[src/rtl/div_stage_pkg.sv]
// Shared types and constants for the registered array-divider stage.
// Latency: n/a (types and constants only).
// Backpressure: n/a.
//
// Contents:
//   NW_DEF / DW_DEF : default dividend / divisor widths (dividend is 2x divisor)
//   DZ_QUOT         : quotient reported on divide-by-zero (all ones)
//   div_result_t    : one result FIFO entry {q, r, dz, ovf}
package div_stage_pkg;

    localparam int NW_DEF = 16;
    localparam int DW_DEF = 8;

    localparam logic [DW_DEF-1:0] DZ_QUOT = '1;

    typedef struct packed {
        logic [DW_DEF-1:0] q;
        logic [DW_DEF-1:0] r;
        logic              dz;
        logic              ovf;
    } div_result_t;

endpackage

[src/rtl/div_result_fifo.sv]
// Circular result FIFO holding div_result_t entries between the divider and the consumer.
// Latency: push at edge k is visible at the head (empty deasserts) right after edge k.
// Backpressure: push while full is accepted only when a pop happens in the same cycle.
//
// Ports:
//   clk, rst_n      : clock, asynchronous active-low reset
//   push, push_dat  : write request and payload
//   pop             : remove the head entry (ignored while empty)
//   head_dat        : current head entry
//   full, empty     : occupancy status
module div_result_fifo
    import div_stage_pkg::*;
#(
    parameter int DEPTH = 2
) (
    input  logic        clk,
    input  logic        rst_n,
    input  logic        push,
    input  div_result_t push_dat,
    input  logic        pop,
    output div_result_t head_dat,
    output logic        full,
    output logic        empty
);

    localparam int AW = $clog2(DEPTH);

    // Pointers carry one extra wrap bit so full and empty are distinguishable
    // when the index bits match.
    logic [AW:0]  wr_ptr;
    logic [AW:0]  rd_ptr;
    div_result_t  mem [DEPTH];

    logic push_ok;
    logic pop_ok;

    assign empty = (wr_ptr == rd_ptr);
    assign full  = (wr_ptr[AW] != rd_ptr[AW]) && (wr_ptr[AW-1:0] == rd_ptr[AW-1:0]);

    // A push into a full FIFO is legal when the head leaves in the same cycle;
    // the write slot is the one being vacated, so count stays unchanged.
    assign push_ok = push && (!full || pop);
    assign pop_ok  = pop && !empty;

    assign head_dat = mem[rd_ptr[AW-1:0]];

    always_ff @(posedge clk or negedge rst_n) begin
        if (!rst_n) begin
            wr_ptr <= '0;
            rd_ptr <= '0;
            // Storage is cleared so the head reads all-zero after reset.
            for (int i = 0; i < DEPTH; i++) begin
                mem[i] <= '0;
            end
        end else begin
            if (push_ok) begin
                mem[wr_ptr[AW-1:0]] <= push_dat;
                wr_ptr              <= wr_ptr + 1'b1;
            end
            if (pop_ok) begin
                rd_ptr <= rd_ptr + 1'b1;
            end
        end
    end

endmodule

[src/rtl/div_array_stage.sv]
// Registered operand/result wrapper around an external combinational 16/8 array divider.
// Latency: request accepted at edge k gives out_valid after edge k+1 (FIFO empty).
// Backpressure: with out_ready low, holds DEPTH results plus one operand, then drops in_ready.
//
// Ports:
//   clk, rst_n                 : clock, asynchronous active-low reset
//   in_valid/in_ready/in_n/in_d: request stream (dividend, divisor)
//   div_n/div_d                : registered operands driving the array
//   div_q/div_r                : array quotient/remainder (combinational from div_n/div_d)
//   out_valid/out_ready        : result stream handshake
//   out_q/out_r/out_dz/out_ovf : quotient, remainder, divide-by-zero, quotient overflow
//   busy                       : operand register or result FIFO holds data
module div_array_stage
    import div_stage_pkg::*;
#(
    parameter int NW    = NW_DEF,
    parameter int DW    = DW_DEF,
    parameter int DEPTH = 2
) (
    input  logic          clk,
    input  logic          rst_n,
    input  logic          in_valid,
    output logic          in_ready,
    input  logic [NW-1:0] in_n,
    input  logic [DW-1:0] in_d,
    output logic [NW-1:0] div_n,
    output logic [DW-1:0] div_d,
    input  logic [DW-1:0] div_q,
    input  logic [DW-1:0] div_r,
    output logic          out_valid,
    input  logic          out_ready,
    output logic [DW-1:0] out_q,
    output logic [DW-1:0] out_r,
    output logic          out_dz,
    output logic          out_ovf,
    output logic          busy
);

    // Operand register (S1)
    logic          s1_valid;
    logic [NW-1:0] s1_n;
    logic [DW-1:0] s1_d;

    logic          accept;
    logic          s1_retire;
    logic          fifo_full;
    logic          fifo_empty;
    logic          fifo_pop;

    div_result_t   push_res;
    div_result_t   head_res;

    // Handshake
    assign fifo_pop  = !fifo_empty && out_ready;
    // S1 may drain into a full FIFO when the head pops in the same cycle,
    // which is what keeps one request per cycle flowing under out_ready=1.
    assign s1_retire = s1_valid && (!fifo_full || fifo_pop);
    // Depends only on stage state and out_ready, never on in_valid.
    assign in_ready  = !s1_valid || s1_retire;
    assign accept    = in_valid && in_ready;

    always_ff @(posedge clk or negedge rst_n) begin
        if (!rst_n) begin
            s1_valid <= 1'b0;
            s1_n     <= '0;
            s1_d     <= '0;
        end else begin
            if (accept) begin
                s1_valid <= 1'b1;
                s1_n     <= in_n;
                s1_d     <= in_d;
            end else if (s1_retire) begin
                s1_valid <= 1'b0;
            end
        end
    end

    // The array sees the operand registers directly; its outputs are sampled
    // into the FIFO at the retire edge, giving it a full cycle to settle.
    assign div_n = s1_n;
    assign div_d = s1_d;

    // Flag logic and forcing. On divide-by-zero the array result is
    // meaningless, so a fixed pattern is substituted. Approximate array
    // variants are passed through uncorrected; only the flags are exact.
    always_comb begin
        push_res = '0;
        if (s1_d == '0) begin
            push_res.q   = DZ_QUOT;
            push_res.r   = s1_n[DW-1:0];
            push_res.dz  = 1'b1;
            push_res.ovf = 1'b0;
        end else begin
            push_res.q   = div_q;
            push_res.r   = div_r;
            push_res.dz  = 1'b0;
            // Quotient fits in DW bits only when the upper dividend half is below d.
            push_res.ovf = (s1_n[NW-1:DW] >= s1_d);
        end
    end

    div_result_fifo #(
        .DEPTH (DEPTH)
    ) u_fifo (
        .clk      (clk),
        .rst_n    (rst_n),
        .push     (s1_retire),
        .push_dat (push_res),
        .pop      (fifo_pop),
        .head_dat (head_res),
        .full     (fifo_full),
        .empty    (fifo_empty)
    );

    // Output stream straight from the FIFO head; it only advances on a pop,
    // so fields hold steady while stalled.
    assign out_valid = !fifo_empty;
    assign out_q     = head_res.q;
    assign out_r     = head_res.r;
    assign out_dz    = head_res.dz;
    assign out_ovf   = head_res.ovf;

    assign busy = s1_valid || !fifo_empty;

endmodule
[config.mk]
export PLATFORM = sky130hd
export DESIGN_NAME = div_array_stage
export DESIGN_NICKNAME = d
export VERILOG_FILES = /design/src/rtl/div_stage_pkg.sv /design/src/rtl/div_result_fifo.sv /design/src/rtl/div_array_stage.sv
export SDC_FILE = /design/constraint.sdc
export NUM_CORES = 1
export LEC_CHECK = 0
export ABC_AREA = 1
export CAP_MARGIN = 10
export CORE_UTILIZATION = 35
export DETAILED_ROUTE_END_ITERATION = 6
export SYNTH_ARGS = -nofsm -noshare
export SYNTH_HDL_FRONTEND = slang
export SYNTH_SLANG_ARGS = --single-unit
[constraint.sdc]
create_clock -name clk -period 3.56 [get_ports clk]
set_clock_uncertainty 0.05 [all_clocks]
set_input_delay 0.712 -clock clk [delete_from_list [all_inputs] [get_ports clk]]
set_output_delay 0.712 -clock clk [all_outputs]
set_load 0.01 [all_outputs]
Word-level counts from Yosys, hierarchy flattened
Index checks and enable logic that the tools add are counted.
W data, S select, Z words.

storage, ports and cells
  register bits after elaboration = 65
  bits in latches = 0
  RAM bits = 0
  ROM bits = 0
  input port bits = 44
  output and inout bits = 45
  logic and storage cells = 48
  memories = 0

cells by class
  add/sub/neg operators = 2
  $mul = 0
  div/mod/pow operators = 0
  magnitude comparators = 4
  equal/unequal tests = 3
  shifts and indexed selects = 0
  muxes and demuxes = 9
  bitwise logic cells = 2
  reductions and logical operators = 15

operator list
  cell                   number
  $mux W18               5
  $bwmux W36             1
  $demux W18 S1          1
  $ge A8 B8 Y1           1
  $logic_not A8 Y1       1
  $logic_and A1 B1 Y1    7
  $add A2 B1 Y2 const B  2
  $ge A2 B2 Y1 const B   2
  $not A1 Y2             2
  $logic_not A1 Y1       3
  $logic_or A1 B1 Y1     3
  $eq A2 B2 Y1           1
  $lt A2 B1 Y1 const B   1
  $mux W1                2
  $reduce_bool A2 Y1     1
  $eq A1 B1 Y1           1
  $ne A1 B1 Y1           1

Depth between registers and ports, before layout
Gate-level depths: netlist of run 1.

  depth in word-level cells = 8
  mapped depth = 11
  depth with buffers taken out = 11

By module
From an unflattened synthesis of run 1, not the netlist that was laid out.

second synthesis, totals
  cells, all modules = 432
  area, all modules = 3448.3 µm²

modules (own cells, without submodules)
  module           times used  cells an instance  area an instance (µm²)  sequential area each (µm²)
  div_result_fifo  1           251                1970.6                  1001.0
  div_array_stage  1           181                1477.7                  625.6

Least setup slack after synthesis of run 1
No wires, ideal clock.

  path kind = in2out
  from = input out_ready
  to = output in_ready
  arrival = 1.208 ns
  setup slack = 1.590 ns
  stages = 3
  buffers on the path = 1
  cells stage by stage = inv_1 > nand4_2 > buf_2

on the way
  longest elaborated chain between the ends = 4

RTL lines
  item                 RTL line               text
  start: declaration   div_array_stage.sv:31  input logic out_ready,
  $logic_and A1 B1 Y1  div_array_stage.sv:54  assign fifo_pop = !fifo_empty && out_ready;
  $logic_or A1 B1 Y1   div_array_stage.sv:57  assign s1_retire = s1_valid && (!fifo_full || fifo_pop);
  $logic_and A1 B1 Y1  div_array_stage.sv:57
  $logic_or A1 B1 Y1   div_array_stage.sv:59  assign in_ready = !s1_valid || s1_retire;
  end: declaration     div_array_stage.sv:23  output logic in_ready,

No other way between the ends.

Worst setup path after layout of run 1
Same ends and word-level chain as after synthesis.

==> flow_summary_export.csv, run 1 <==
group,metric,value,unit
final_layout,nets,557,
setup_path,arrival,1990,ps
final_layout,fillers,844,
final_layout,utilization,0.493,
synthesis,syn_area_per_cell,7.58,µm²
clock_network,clk_latency,330,ps
routing,drc,0,
power,swShare,0.377,
power,power_density,748,nW/µm²
global_routing,antenna_found_initial,0,
power,p_comb_frac,0.454,
floorplan,coreArea,8720,µm²
power,finalPower,3.22,mW
synthesis,synth_compound_area_frac,0.0358,
sta,worst_pin_slew,982,ps
placed_design,placedCellCount,602,
clock_network,cts.sinks,65,
sta,finalSetupViolations,0,
status,status,"finished clean",
routing,viasPerCell,4.64,
clock_network,post_cts_resized,0,
sta,rsz0062_at_grt,"false",
synthesis,synth-seq-area-share,0.517,
sta,drv_slew,0,
power,pwr-share-clk,0.180,
synthesis,synth_top_family_by_area,"simple AND/OR/NAND/NOR gates",
setup_path,cp-startpoint,"out_ready",
sta,fin_crit,2750,ps
floorplan,dieArea,9370,µm²
global_routing,grt_max_degree,46,
setup_path,reg2reg_slack,1650,ps
routing,wl_per_cell,12.7,µm
sta,hold_violations,0,
final_layout,drive_gt1_frac,0.0688,
placed_design,gp_congestion,0.797,
clock_network,clock-root-buffer,"clkbuf_8",
routing,drt_iter0_drc,154,
global_routing,grt_use_total,0.177,
clock_network,htree_levels,3,
setup_path,worstSetupStartpointType,"input port",
synthesis,syn_nets,467,
final_layout,final_cell_mix,"236 x nand2_1, 87 x clkdlybuf4s50_1, 65 x dfrtp_1",
global_routing,grt_pass1_wl,13.2,mm
global_routing,grt_pass1_vias,2723,
synthesis,synth.area.mux_share,0,
final_layout,seq_area,1630,µm²
synthesis,synth_cell_types,23,
synthesis,syn_area,3150,µm²
synthesis,synth_fa_ha_area_frac,0.0318,
synthesis,ys.warnings.count,0,
final_layout,multi_input_area,1340,µm²
final_layout,fin_area,4300,µm²
final_layout,final_cells,617,
placed_design,portBuffers,88,
setup_path,crit_required,2800,ps
sta,relSlewSlack,0.345,
placed_design,place_area,4130,µm²
final_layout,area_growth_syn_to_layout,36.7,%
power,power_leakage,2.25,nW
clock_network,cts_made_buffers,9,
placed_design,dp_hpwl,5.40,mm
sta,fin_crit_sh,0.774,
setup_path,critPathCapture,"in_ready",
global_routing,globalRouteOverflowTotal,0,
power,irDropWorstVdd,0.232,mV
floorplan,die_w,96.8,µm
clock_network,ctsHoldBuffers,0,
power,seq_power_share,0.366,
floorplan,die_h,96.8,µm
clock_network,clk_path_buf_depth,2,
sta,finalSetupTns,0,ps
routing,vias,2862,
final_layout,layout_commonest_cell,"nand2_1",
routing,antenna_left,0,
synthesis,synthCells,415,
synthesis,synthXorXnorAreaFrac,0.00278,
hold_path,min_path_type,"flop to flop",
clock_network,clkSlewWorstSetupHoldPaths,70,ps
setup_path,cp-end-kind,"output pin",
clock_network,cts_setup_buffers,0,
clock_network,cts_tree,"yes",
final_layout,antenna_cells,0,
setup_path,reg2reg_depth,9,
synthesis,synthSimpleGateAreaFrac,0.356,
flow_run,drv_cap,0,
power,switching_power,1.21,mW
setup_path,setup.worst_path.class,"input port to output pin",
setup_path,r2r_start,"div_d[7]$_DFFE_PN0P_",
floorplan,ioPinCount,89,
floorplan,initial_core_util,0.361,
synthesis,ys_ff_latch,65,
setup_path,rr_endpoint,"u_fifo.mem[3]$_DFFE_PN0P_",
routing,routed_wl,7.81,mm
routing,drt_pass1_iterations,4,
setup_path,crit_fanout,3,
power,internal-power,2.01,mW
sta,fmax,363,MHz
floorplan,rows,34,
synthesized netlist by cell type:
master,instances,share of area
nand2_1,236,0.28
dfrtp_1,65,0.52
nand3_1,28,0.045
o21ai_0,18,0.029
inv_1,17,0.020
ha_1,8,0.032
clkbuf_1,7,0.0084
nor2_1,6,0.0072
buf_4,5,0.012
buf_2,4,0.0064
a21oi_1,3,0.0048
inv_2,3,0.0036
nand2_2,3,0.0060
nor2_2,3,0.0060
buf_1,1,0.0012
buf_6,1,0.0036
clkinv_1,1,0.0012
nand3_2,1,0.0032
nand4_1,1,0.0020
nand4_2,1,0.0040
o21a_1,1,0.0024
or2_2,1,0.0020
xor2_1,1,0.0028
flip-flops by register name, summed over array words and instances (netlist names):
signal	count
div_d	8
s1_valid	1
div_n	16
u_fifo.rd_ptr	2
u_fifo.mem	36
u_fifo.wr_ptr	2
worst min path at each step:
stage | slack (ps) | endpoint | cells past startpoint | from
detailed placement | 410 | u_fifo.mem[31]$_DFFE_PN0P_ | 2 | u_fifo.mem[31]$_DFFE_PN0P_
global placement | 400 | u_fifo.mem[31]$_DFFE_PN0P_ | 2 | u_fifo.mem[31]$_DFFE_PN0P_
CTS | 420 | u_fifo.mem[32]$_DFFE_PN0P_ | 2 | u_fifo.mem[32]$_DFFE_PN0P_
finish | 420 | u_fifo.mem[31]$_DFFE_PN0P_ | 2 | u_fifo.mem[31]$_DFFE_PN0P_
floorplan | 370 | div_d[0]$_DFFE_PN0P_ | 0 | rst_n
global route | 440 | u_fifo.mem[32]$_DFFE_PN0P_ | 2 | u_fifo.mem[32]$_DFFE_PN0P_
logic make-up (layout without fill, tap and decap cells):
kind of cell / Yosys count / in the layout
AOI/OAI and AO/OA: 22 / 22
buffers and inverters: 39 / 133
adders and majority gates: 8 / 8
DFF: 65 / 65
xor gates and xnor gates: 1 / 1
and+or+nand+nor: 280 / 280
metrics by stage:
stage / hold slack (ps) / setup WS (ps)
after global placement: 404 / 816
after detailed placement: 408 / 809
final: 421 / 805
after floorplan: 366 / 1590
after CTS: 425 / 794
after global routing: 440 / 762
power groups by stage:
stage	Sequential, mW	Clock, mW	Combinational, mW
after global placement	1.19	0	1.46
after detailed placement	1.19	0	1.48
final	1.18	0.580	1.46
after CTS	1.18	0.598	1.49
after global routing	1.21	0.627	1.65
after floorplan	1.18	0	0.821
layout make-up:
type	count	area share
clock buffers	11	0.0305
clock inverters	4	0.0105
inverters	21	0.0183
multi-input cells	311	0.312
flip-flops and latches	65	0.378
well taps	108	0.0314
repair buffers	97	0.219
critical path, stage by stage:
cell and delay (ps):
clkdlybuf4s50_1 510, inv_1 90, nand4_2 110, clkdlybuf4s50_1 560
per-layer routing:
| metal | up-vias | share of wire | global-route usage |
|---|---|---|---|
| li1 | 1462 | - | - |
| met1 | 1305 | 0.47 | 0.243 |
| met2 | 84 | 0.45 | 0.271 |
| met3 | 11 | 0.068 | 0.0513 |
| met4 | 0 | 0.012 | 0.0517 |
| met5 | - | 0 | 0 |
Note: power is estimated with default switching activity, not from simulation.
==> run 2: changes to the inputs <==
Clock period 3.56 ns to 2.25 ns, I/O delays scaled along.
==> run 2 against run 1 <==
  * Cell area grew 2.6%
  * Global-route usage up 0.87 points
  * Power up 65%
  * Non-clock buffer count rose by 7
  * Combinational power up 67%
  * Routed wire length up 4.6%
  * Sequential share of layout area down 0.97 points
  * Critical path type is now flop to output pin
  * Largest power group unchanged
  * Highest routed layer unchanged
==> flow_summary_export.csv, run 2 (synthesized netlist as in run 1, its figures left out) <==
group,metric,value,unit
status,status,"finished clean",
clock_network,clock-root-buffer,"clkbuf_8",
setup_path,rr_endpoint,"div_n[9]$_DFFE_PN0P_",
placed_design,dp_hpwl,5.64,mm
clock_network,cts_made_buffers,9,
routing,antenna_left,0,
global_routing,grt_pass1_vias,2896,
clock_network,ctsHoldBuffers,0,
sta,finalSetupTns,0,ps
routing,drc,0,
final_layout,area_growth_syn_to_layout,40.4,%
setup_path,cp-startpoint,"u_fifo.rd_ptr[0]$_DFFE_PN0P_",
final_layout,nets,564,
sta,fin_crit_sh,0.972,
routing,drt_iter0_drc,85,
sta,finalSetupViolations,0,
power,swShare,0.375,
power,seq_power_share,0.354,
power,irDropWorstVdd,0.363,mV
setup_path,crit_fanout,18,
sta,rsz0062_at_grt,"false",
floorplan,ioPinCount,89,
final_layout,largest_reg_flops,36,
setup_path,critPathCapture,"out_r[5]",
sta,relSlewSlack,0.468,
power,switching_power,1.99,mW
setup_path,reg2reg_slack,600,ps
final_layout,utilization,0.506,
global_routing,grt_pass1_wl,13.8,mm
power,p_comb_frac,0.461,
power,pwr-share-clk,0.185,
floorplan,coreArea,8720,µm²
sta,fin_hold_ws,136,ps
final_layout,regMostFlops,"u_fifo.mem",
routing,wl_met1,3.82,mm
flow_run,drv_cap,0,
sta,setup_ws,63.4,ps
floorplan,die_w,96.8,µm
placed_design,gp_congestion,0.751,
routing,drt_pass1_iterations,4,
sta,fmax,457,MHz
setup_path,cp-end-kind,"output pin",
floorplan,die_h,96.8,µm
clock_network,cts_tree,"yes",
routing,routed.top_layer,"met4",
final_layout,final_cell_mix,"236 x nand2_1, 82 x clkdlybuf4s50_1, 65 x dfrtp_1",
routing,viasPerCell,4.67,
setup_path,worstSetupStartpointType,"flop",
sta,fin_crit,2190,ps
final_layout,layout_commonest_cell,"nand2_1",
clock_network,clkSlewWorstSetupHoldPaths,70,ps
global_routing,grt_use_total,0.186,
sta,hold_violations,0,
clock_network,clk_latency,350,ps
power,power_density,1200,nW/µm²
setup_path,setup.worst_path.class,"flop to output pin",
hold_path,min_path_type,"input port to async pin",
placed_design,place_worst_setup_slack,63.3,ps
setup_path,reg2reg_depth,9,
sta,worst_pin_slew,798,ps
floorplan,dieArea,9370,µm²
routing,vias,2916,
sta,drv_slew,0,
routing,wl_met2,3.77,mm
floorplan,rows,34,
placed_design,portBuffers,88,
routing,wl_met3,480,µm
power,internal-power,3.31,mW
floorplan,initial_core_util,0.361,
routing,routed_wl,8.16,mm
setup_path,r2r_start,"u_fifo.rd_ptr[0]$_DFFE_PN0P_",
clock_network,clk_path_buf_depth,2,
setup_path,crit_required,1750,ps
power,power_leakage,2.33,nW
final_layout,drive_gt1_frac,0.0851,
final_layout,antenna_cells,0,
clock_network,cts.sinks,65,
clock_network,htree_levels,3,
routing,wl_per_cell,13.1,µm
global_routing,antenna_found_initial,0,
final_layout,fillers,829,
setup_path,arrival,1690,ps
power,finalPower,5.30,mW
global_routing,globalRouteOverflowTotal,0,
global_routing,grt_max_degree,34,
run 2: cell types whose count changed in the layout (fill, tap and decap cells not counted), sizes merged:
| cell | change |
|---|---|
| buf | +7 |
| clkbuf | +2 |
| clkdlybuf4s15 | +1 |
| clkdlybuf4s50 | -5 |
| clkinv | -1 |
| dlygate4sd2 | +1 |
| dlymetal6s2s | +3 |
run 2: metal layers:
| layer | GRT usage | vias up |
|---|---|---|
| li1 | - | 1484 |
| met1 | 0.241 | 1336 |
| met2 | 0.300 | 88 |
| met3 | 0.0499 | 8 |
| met4 | 0.0620 | 0 |
| met5 | 0 | - |
run 2: through the flow:
stage / std cells / area (µm²)
floorplan: 415 / 3150
global placement: 607 / 4190
detailed placement: 607 / 4190
CTS: 623 / 4380
global route: 625 / 4420
finish: 625 / 4420
run 2: worst min-delay path by stage:
| stage | startpoint | to |
|---|---|---|
| after global routing | rst_n | u_fifo.mem[30]$_DFFE_PN0P_ |
| after detailed placement | u_fifo.mem[11]$_DFFE_PN0P_ | u_fifo.mem[11]$_DFFE_PN0P_ |
| after floorplan | rst_n | div_d[0]$_DFFE_PN0P_ |
| after global placement | u_fifo.mem[31]$_DFFE_PN0P_ | u_fifo.mem[31]$_DFFE_PN0P_ |
| after CTS | rst_n | u_fifo.mem[30]$_DFFE_PN0P_ |
| final | rst_n | u_fifo.mem[12]$_DFFE_PN0P_ |
run 2: power groups by stage:
stage	clock network, mW	logic [mW]	registers (mW)
floorplan	0	1.30	1.86
global placement	0	2.37	1.88
detailed placement	0	2.41	1.89
CTS	0.988	2.44	1.87
global route	1.05	2.73	1.93
finish	0.979	2.44	1.87
run 2: area by class of cell:
class                           count  area, µm²  area share
Clock buffer                       13        149      0.0337
Multi-Input combinational cell    311       1350       0.305
Tap cell                          108        135      0.0306
Inverter                           21       78.8      0.0178
Sequential cell                    65       1630       0.368
Timing Repair Buffer              104       1040       0.235
Clock inverter                      3       40.0     0.00907
run 2: worst max-delay path, cell delays in order (launching register included):
cell and delay (ps):
dfrtp_1 420, inv_2 90, buf_12 150, nand2_1 60, nand2_1 70, clkdlybuf4s50_1 530
run 2: what timing repair did:
| item | CTS | global route |
|---|---|---|
| gates resized for setup | 4 | 7 |
| cloned | 0 | 0 |
| setup buffers | 0 | 2 |
| pin swaps | 0 | 1 |
| setup endpoints to repair | 19 | 15 |
==> run 3: changes to the inputs <==
Settings changed: CORE_MARGIN from default to 10, CORE_UTILIZATION 35 to 43, PLACE_DENSITY from default to 0.76.
==> run 3 against run 2 <==
  * Power is 0.92% higher
  * Routed wire length is 4.6% higher
  * Final cell count is 2.1% lower
  * Non-clock buffer count is 3 lower
  * Via count is 0.82% higher
  * Sequential cell count stayed put
  * Global-route usage is 2.7 points lower
==> flow_summary_export.csv, run 3 (synthesized netlist as in run 1, its figures left out) <==
group,metric,value,unit
status,status,"finished clean",
routing,routed_wl,8.54,mm
placed_design,place_worst_setup_slack,72.1,ps
setup_path,path_cells,"inv_2 > buf_8 > nand2_1 > nand2_1 > clkdlybuf4s50_1",
power,pwr-share-clk,0.201,
final_layout,final_cells,612,
hold_path,min_path_type,"input port to async pin",
sta,hold_violations,0,
clock_network,cts_made_buffers,9,
power,swShare,0.373,
clock_network,ctsHoldBuffers,0,
routing,drc,0,
sta,setup_ws,49.2,ps
global_routing,globalRouteOverflowTotal,0,
routing,wl_per_cell,13.9,µm
final_layout,seq_area,1630,µm²
global_routing,grt_pass1_vias,3024,
final_layout,largest_reg_flops,36,
power,power_leakage,2.33,nW
floorplan,die_h,106,µm
final_layout,area_growth_syn_to_layout,39.4,%
floorplan,rows,31,
power,switching_power,1.99,mW
flow_run,drv_cap,0,
power,p_comb_frac,0.449,
global_routing,grtUsageMet2,0.255,
routing,antenna_left,0,
global_routing,busiest_layer,"met2",
sta,fmax,454,MHz
global_routing,met3_usage,0.0603,
floorplan,ioPinCount,89,
power,internal-power,3.35,mW
sta,fin_crit,2200,ps
sta,fin_crit_sh,0.978,
global_routing,grt_max_degree,29,
sta,finalSetupViolations,0,
setup_path,crit_family,"buffers and inverters",
routing,vias,2940,
placed_design,placedCellCount,597,
sta,worst_pin_slew,642,ps
final_layout,layout_commonest_cell,"nand2_1",
clock_network,clk_latency,340,ps
global_routing,globalRouteMet1Util,0.189,
floorplan,die_w,106,µm
final_layout,multi_input_area,1360,µm²
routing,drt_iter0_drc,164,
final_layout,antenna_cells,0,
setup_path,worstSetupStartpointType,"flop",
sta,rsz0062_at_grt,"true",
placed_design,dp_hpwl,6.21,mm
placed_design,gp_congestion,0.765,
final_layout,fillers,636,
setup_path,crit_path_max_incr_delay,540,ps
sta,finalSetupTns,0,ps
placed_design,portBuffers,88,
final_layout,regMostFlops,"u_fifo.mem",
global_routing,grt_pass1_wl,14.6,mm
setup_path,crit_required,1750,ps
final_layout,nets,561,
power,irDropWorstVdd,0.473,mV
setup_path,crit_fanout,18,
final_layout,drive_gt1_frac,0.0799,
setup_path,setup.worst_path.class,"flop to output pin",
clock_network,clock-root-buffer,"clkbuf_8",
clock_network,cts.sinks,65,
clock_network,htree_levels,3,
routing,drt_pass1_iterations,4,
setup_path,slowest_stage,"clkdlybuf4s50_1",
clock_network,clkSlewWorstSetupHoldPaths,70,ps
power,power_density,1220,nW/µm²
global_routing,antenna_found_initial,0,
setup_path,cp_common_cell,"nand2_1",
clock_network,clk_path_buf_depth,2,
floorplan,coreArea,7180,µm²
final_layout,final_cell_mix,"236 x nand2_1, 81 x clkdlybuf4s50_1, 65 x dfrtp_1",
setup_path,path_buf_inv,3,
setup_path,arrival,1700,ps
floorplan,initial_core_util,0.439,
sta,relSlewSlack,0.572,
clock_network,cts_tree,"yes",
global_routing,grt_use_total,0.158,
power,seq_power_share,0.349,
sta,drv_slew,0,
floorplan,dieArea,11100,µm²
routing,viasPerCell,4.80,
setup_path,cp-end-kind,"output pin",
-- run 3: cell types whose count changed in the layout (fill, tap and decap cells not counted), sizes merged --
| cell | before | now |
|---|---|---|
| clkdlybuf4s15 | 1 | 0 |
| clkdlybuf4s50 | 82 | 81 |
| bufinv | 1 | 2 |
| clkbuf | 13 | 12 |
| dlygate4sd2 | 1 | 2 |
| clkinv | 3 | 2 |
| dlymetal6s2s | 3 | 4 |
| buf | 17 | 14 |
-- run 3: what timing repair did --
action,CTS,global route
resized for setup,4,8
setup buffers,0,0
endpoints found under the setup margin,12,19
-- run 3: final timing paths --
check | start | to | slack, ps | depth (start not counted)
setup reg to reg | u_fifo.rd_ptr[1]$_DFFE_PN0P_ | div_n[1]$_DFFE_PN0P_ | 480 | 8
hold reg to reg | u_fifo.mem[10]$_DFFE_PN0P_ | u_fifo.mem[10]$_DFFE_PN0P_ | 420 | 2
max in group asynchronous | rst_n | u_fifo.mem[0]$_DFFE_PN0P_ | 1400 | 2
setup / recovery | u_fifo.rd_ptr[0]$_DFFE_PN0P_ | out_r[0] | 50 | 5
hold / removal | rst_n | u_fifo.mem[33]$_DFFE_PN0P_ | 80 | 1
min in group clk | u_fifo.mem[10]$_DFFE_PN0P_ | u_fifo.mem[10]$_DFFE_PN0P_ | 420 | 2
-- run 3: power groups by stage --
stage | Clock [mW] | Combinational [mW] | Sequential [mW]
final | 1.08 | 2.40 | 1.87
after global routing | 1.14 | 2.72 | 1.93
after CTS | 1.08 | 2.42 | 1.86
after detailed placement | 0 | 2.40 | 1.88
after global placement | 0 | 2.35 | 1.86
after floorplan | 0 | 1.30 | 1.86
-- run 3: area by class of cell --
type / instances / share of cell area
clock inverter: 3 / 0.0148
multi-input combinational: 311 / 0.309
inverter: 21 / 0.0180
sequential: 65 / 0.371
tap: 99 / 0.0282
timing repair buffer: 101 / 0.226
clock buffer: 12 / 0.0331
-- run 3: per-stage QoR --
stage	instance area, µm²	hold slack, ps	power (mW)	utilization
detailed placement	4150	409	4.28	0.578
global route	4390	141	5.79	0.611
global placement	4150	404	4.21	0.578
CTS	4360	103	5.36	0.608
floorplan	3150	104	3.16	-
finish	4390	82.5	5.35	0.611
-- run 3: layer usage --
metal | vias to the layer above | wire [µm]
li1 | 1468 | -
met1 | 1361 | 3600
met2 | 101 | 4040
met3 | 10 | 776
met4 | 0 | 116
met5 | - | 0
-- run 3: worst reg2reg max path: stages, from the launching register on --
cell	delay [ps]
dfrtp_1	390
inv_1	50
nand2_1	130
nand2_1	110
nand4_2	100
buf_4	280
nand2_2	330
nand2_1	150
nand2_1	60
